**config.mk**
```make
export PLATFORM = sky130hd
export DESIGN_NAME = bin_to_bcd_lednum
export DESIGN_NICKNAME = d
export VERILOG_FILES = /design/src/rtl/bcd_pkg.sv /design/src/rtl/bcd_add3_digit.sv /design/src/rtl/bin_to_bcd_lednum.sv
export SDC_FILE = /design/constraint.sdc
export NUM_CORES = 1
export LEC_CHECK = 0
export ABC_CLOCK_PERIOD_IN_PS = 2600
export CAP_MARGIN = 30
export CORE_MARGIN = 2
export CORE_UTILIZATION = 45
export CTS_CLUSTER_SIZE = 16
export DETAILED_ROUTE_END_ITERATION = 16
export PLACE_DENSITY = 0.68
export SETUP_SLACK_MARGIN = 0.3
export SYNTH_ARGS = -nofsm -noshare
export SYNTH_HDL_FRONTEND = slang
export SYNTH_SLANG_ARGS = --single-unit
```
**constraint.sdc**
```tcl
create_clock -name clk -period 2.6 [get_ports clk]
set_input_delay 0.65 -clock clk [delete_from_list [all_inputs] [get_ports clk]]
set_output_delay 0.65 -clock clk [all_outputs]
set_load 0.02 [all_outputs]
```
**src/rtl/bcd_pkg.sv**
```systemverilog
// Shared types and constants for the binary-to-lednum BCD converter.
package bcd_pkg;

    typedef enum logic [1:0] {
        IDLE,
        CONV,
        FINISH
    } state_t;

    localparam int              DIGITS   = 4;
    localparam int              MAX_VAL  = 9999;
    localparam int              LEDNUM_W = 16;
    localparam logic [15:0]     OVF_SAT  = 16'h9999;

endpackage

```
**src/rtl/bcd_add3_digit.sv**
```systemverilog
// Double-dabble digit correction: adds 3 to a BCD digit of 5 or more so the
// following left shift carries correctly into the next decimal digit.
module bcd_add3_digit (
    input  logic [3:0] i_digit,
    output logic [3:0] o_digit
);

    assign o_digit = (i_digit >= 4'd5) ? (i_digit + 4'd3) : i_digit;

endmodule

```
**src/rtl/bin_to_bcd_lednum.sv**
```systemverilog
// Sequential double-dabble converter producing the packed-BCD lednum word;
// lednum only changes on completion so the display never shows partial data.
module bin_to_bcd_lednum
    import bcd_pkg::*;
#(
    parameter int BIN_W = 14
) (
    input  logic                clk,
    input  logic                rst,
    input  logic [BIN_W-1:0]    bin_in,
    input  logic                start,
    output logic                busy,
    output logic                done,
    output logic                overflow,
    output logic [LEDNUM_W-1:0] lednum
);

    localparam int                   CNT_W    = $clog2(BIN_W);
    localparam logic [CNT_W-1:0]     LAST_CNT = CNT_W'(BIN_W - 1);
    localparam logic [BIN_W-1:0]     MAX_IN   = BIN_W'(MAX_VAL);

    state_t                      r_state;
    state_t                      w_state_nxt;
    logic [BIN_W-1:0]            r_shift;
    logic [LEDNUM_W-1:0]         r_bcd;
    logic [CNT_W-1:0]            r_cnt;
    logic [LEDNUM_W-1:0]         r_lednum;
    logic                        r_busy;
    logic                        r_done;
    logic                        r_overflow;

    logic                        w_accept;
    logic                        w_in_range;
    logic [LEDNUM_W-1:0]         w_bcd_adj;
    logic [LEDNUM_W+BIN_W-1:0]   w_shifted;

    assign w_accept   = start && (r_state == IDLE);
    assign w_in_range = (bin_in <= MAX_IN);

    // Correct every digit first, then shift the combined {bcd, shift} word.
    for (genvar g = 0; g < DIGITS; g++) begin : g_digit
        bcd_add3_digit u_add3 (
            .i_digit (r_bcd[4*g +: 4]),
            .o_digit (w_bcd_adj[4*g +: 4])
        );
    end

    assign w_shifted = {w_bcd_adj, r_shift} << 1;

    // NOTE: every variable assigned in always_comb gets a default first so no latch is inferred.
    always_comb begin
        w_state_nxt = r_state;
        case (r_state)
            IDLE:    if (start && w_in_range) w_state_nxt = CONV;
            CONV:    if (r_cnt == LAST_CNT)   w_state_nxt = FINISH;
            FINISH:  w_state_nxt = IDLE;
            default: w_state_nxt = IDLE;
        endcase
    end

    // NOTE: sequential state uses non-blocking assignments only, so all registers update together.
    always_ff @(posedge clk) begin
        if (rst) begin
            r_state <= IDLE;
        end else begin
            r_state <= w_state_nxt;
        end
    end

    always_ff @(posedge clk) begin
        if (rst) begin
            r_shift    <= '0;
            r_bcd      <= '0;
            r_cnt      <= '0;
            r_lednum   <= '0;
            r_busy     <= 1'b0;
            r_done     <= 1'b0;
            r_overflow <= 1'b0;
        end else begin
            r_done <= 1'b0;
            case (r_state)
                IDLE: begin
                    if (w_accept && w_in_range) begin
                        r_shift    <= bin_in;
                        r_bcd      <= '0;
                        r_cnt      <= '0;
                        r_busy     <= 1'b1;
                        r_overflow <= 1'b0;
                    end else if (w_accept) begin
                        // Out-of-range input saturates immediately without iterating.
                        r_lednum   <= OVF_SAT;
                        r_overflow <= 1'b1;
                        r_done     <= 1'b1;
                    end
                end
                CONV: begin
                    r_bcd   <= w_shifted[LEDNUM_W+BIN_W-1:BIN_W];
                    r_shift <= w_shifted[BIN_W-1:0];
                    r_cnt   <= r_cnt + 1'b1;
                end
                FINISH: begin
                    r_lednum <= r_bcd;
                    r_done   <= 1'b1;
                    r_busy   <= 1'b0;
                end
                default: begin
                    r_busy <= 1'b0;
                end
            endcase
        end
    end

    assign busy     = r_busy;
    assign done     = r_done;
    assign overflow = r_overflow;
    assign lednum   = r_lednum;

endmodule

```
==> reports/results.env <==
DIODES=0
TIMING.CRITICAL_PATH.CELLS='clkdlybuf4s50_1 -> nor4_4 -> o211a_4 -> nor3_1 -> nor4_1'
FINAL-HOLD-VIOLATION-COUNT=0
LARGEST_NET_DEGREE_AT_THE_START_OF_GLOBAL_ROUTING=31
HOLD_PATH_DEPTH=2
DETAIL_ROUTE.WIRELENGTH_UM=6110
PEAKVDDDROP_uV=274
GLOBALPLACE.CONGESTION=0.763
FINALWORSTSETUPSLACK_NS=0.524
FINAL-MAX-SLEW-VIOLATION-COUNT=0
R2R-START='r_bcd[0]'
FINALCRITICALPERIOD_NS=2.08
INITIAL_CORE_UTILIZATION_PCT=46.3
HOLD_WS_NS=0.473
HOLD_PATH.CLASS='register to register'
STD_CELL_ROWS=28
FIRST_GLOBAL_VIAS=2129
SYNTH-SEQ-CELLS=55
SYNTH.AREA.TOP_CELLS='dfxtp_1 40%, nand2b_1 5.7%, ha_1 4.6%'
HOLD_BUFFERS=0
LAYOUT.CORE_UTILIZATION_PCT=54.6
POSTSYNTH.TOPFLOPCELL='dfxtp_1'
YOSYSTOPAREACELL='dfxtp_1'
DRT_ITER0_DRC=82
SYN-NUM-NETS=330
DRT_PRE_ANTENNA_ITERS=4
TRITONCTS='done'
GRT.TOTAL_USAGE_PCT=19.0
PEAK_FANOUT_ALONG_THE_CRITICAL_PATH=22
DPL_WORST_SLACK_NS=0.179
OUTCOME='completed'
SYNTH_EDF_COUNT=0
DETAIL_ROUTE.DRC_VIOLATIONS=0
NUM_VIAS=2278
CLKSLEWWORSTSETUPHOLDPATHS_NS=0.10
CRIT_TYPE='input pin to register'
TOP_LEVEL_PORTS=36
WORST_PATH_LARGEST_CELL_DELAY_NS=0.48
DRT_WL_CELL_UM=15.0
FINAL_COMMON_CELL='dfxtp_1'
GRT_SETUP_UNREPAIRED='no'
FINCLKSKEW_NS=0.00997
CP-END-KIND='register'
STARTPOINT_OF_THE_TIGHTEST_HOLD_CHECK_PATH='r_shift[2]'
CP_SLOWEST_CELL='clkdlybuf4s50_1'
CTS_HTREE_LEVELS=2
SETUP_VIOL=0
SYNTHCELLS=303
PERIOD_SHARE_PCT=79.8
SYNTHESIS.YOSYS.WARNINGS=0
GRT_PASS1_WL_UM=9890
CRIT_PATH_START_KIND='input pin'
POST_CTS.REPAIR.SETUP_BUFFERS=0
CLKSINKCOUNT=55
PORT_BUFFERS=35
DIE-AREA_SQ_MM=0.00674
CORE-AREA_SQ_MM=0.00592
HOLD_PATH_END='r_shift[2]'
RR_ENDPOINT='r_bcd[2]'
POST_CTS_RESIZE_COUNT=0
FLOORPLAN.DIE.HEIGHT_UM=82.1
GRT_ANTENNA_BEFORE_REPAIR=0
POWER.STATIC_LEAKAGE_nW=1.10
DP_HPWL_UM=4190
MAX_SLEW_MARGIN_PCT=48.9
YOSYS.AREA.TOP_TYPE_SHARE_PCT=40.1
MOST_FREQUENT_CELLS_IN_THE_LAYOUT='55 x dfxtp_1, 34 x clkdlybuf4s50_1, 30 x nor2_1, 25 x nand2b_1, 22 x nand3_1'
SYNTH.AVG_CELL_AREA_SQ_UM=9.06
ASYNC_SET_RESET_FLOP_SHARE_OUT_OF_SYNTHESIS_PCT=0
POWER.DENSITY_CELL_AREA_mW_PER_MM2=505
NFILLCELLS=572
SYNTH_CELL_TYPES=41
ARR_TIME_CRIT_PATH_NS=2.30
GRT_REMAINING_OVERFLOW=0
CTS_MAX_PATH_BUFFERS=2
CP_DATA_REQUIRED_TIME_NS=2.83
CTS_ROOT_BUF='clkbuf_8'
CTS-BUFFERS-INSERTED=5
POST_ROUTE_CELLS_DRIVE_ABOVE_1_SHARE_PCT=14.1
FIN_NETS=359
SYN_TO_FINAL_GROWTH_PCT=17.9
CAP_VIOL_MAX_COUNT=0
FINAL_CELLS=408
MAX_FREQ_GHz=0.482
CRITPATHLAUNCH='bin_in[6]'
POST_SYNTH_INSTANCE_AREA_SQ_MM=0.00274
R2R_SETUP_SLACK_NS=0.96
POSTROUTEANTENNANETS=0
DP_CELLS=400
WORST_SKEW_PAIR.LATE_LATENCY_NS=0.31
VIASPERCELL=5.58
FLOORPLAN.DIE.WIDTH_UM=82.1
WORST-SLEW-PIN-TRANSITION_NS=0.766
TOTALNEGATIVESETUPSLACK_NS=0
TIMING.REG2REG.WORST_PATH_DEPTH=6
SYNTH-SEQ-AREA-SHARE_PCT=40.1
-- flip-flops by register name (all words and copies together), names as in the netlist --
name / flops
lednum: 16
overflow: 1
r_shift: 14
r_state: 2
done: 1
r_cnt: 4
busy: 1
r_bcd: 16
-- area by class of cell --
type	instances	area, sq um	share of cell area (%)
clock inverters	2	12.5	0.387
repair buffers	44	413	12.8
well taps	75	93.8	2.90
multi-input cells	216	1510	46.5
clock buffers	6	72.6	2.24
flip-flops and latches	55	1100	34.0
inverters	10	37.5	1.16
-- worst max-delay path by stage --
| stage | to | slack (ns) | cells past startpoint |
|---|---|---|---|
| floorplan | r_bcd[15] | 0.89 | 4 |
| global placement | lednum[6] | 0.24 | 5 |
| detailed placement | r_shift[13] | 0.18 | 5 |
| CTS | r_shift[13] | 0.50 | 5 |
| global route | r_shift[13] | 0.40 | 5 |
| finish | r_shift[13] | 0.52 | 5 |
-- critical path: cells and delay by family --
kind,cells,cell delay [ns]
compound gates,1,0.44
simple gates,3,0.72
buf+inv,1,0.48
-- kinds of logic after synthesis --
kind of cell | after synthesis | share of synthesized area [%]
AND/OR/NAND/NOR | 117 | 22.8
AO/OA/AOI/OAI | 77 | 23.3
flip-flops | 55 | 40.1
buffers and inverters | 32 | 5.11
adder cells (fa/ha/maj) | 10 | 4.56
XOR/XNOR | 8 | 2.55
multiplexers | 4 | 1.64
-- through the flow --
| stage | total power [W] | cell area [sq um] |
|---|---|---|
| after floorplan | 0.00109 | 2740 |
| after global placement | 0.00118 | 3150 |
| after detailed placement | 0.00118 | 3150 |
| after CTS | 0.00165 | 3240 |
| after global routing | 0.00171 | 3240 |
| final | 0.00163 | 3240 |
-- Yosys cell counts, drive strengths merged (4+ instances only) --
master  count
a211oi     11
a21oi      27
a31oi       6
buf        10
clkbuf     12
dfxtp      55
ha         10
inv        10
mux2        4
nand2      14
nand2b     25
nand3      22
nand3b      8
nor2       31
nor3        5
o21ai       4
o221ai      8
o31a        8
o32ai       8
or3         4
xnor2       4
xor2        4
-- power by group --
group          internal, W  total, W  switching [W]
registers         0.000880  0.000901      0.0000215
logic             0.000113  0.000262       0.000149
clock network     0.000189  0.000470       0.000281
-- per-layer routing --
layer,vias to the layer above,GRT usage (%),part of all wire [%]
li1,1138,-,-
met1,1092,24.2,46
met2,43,32.6,49
met3,5,3.19,4.1
met4,0,6.33,0.80
met5,-,0,0
No activity file was read; power rests on OpenSTA's default activity.
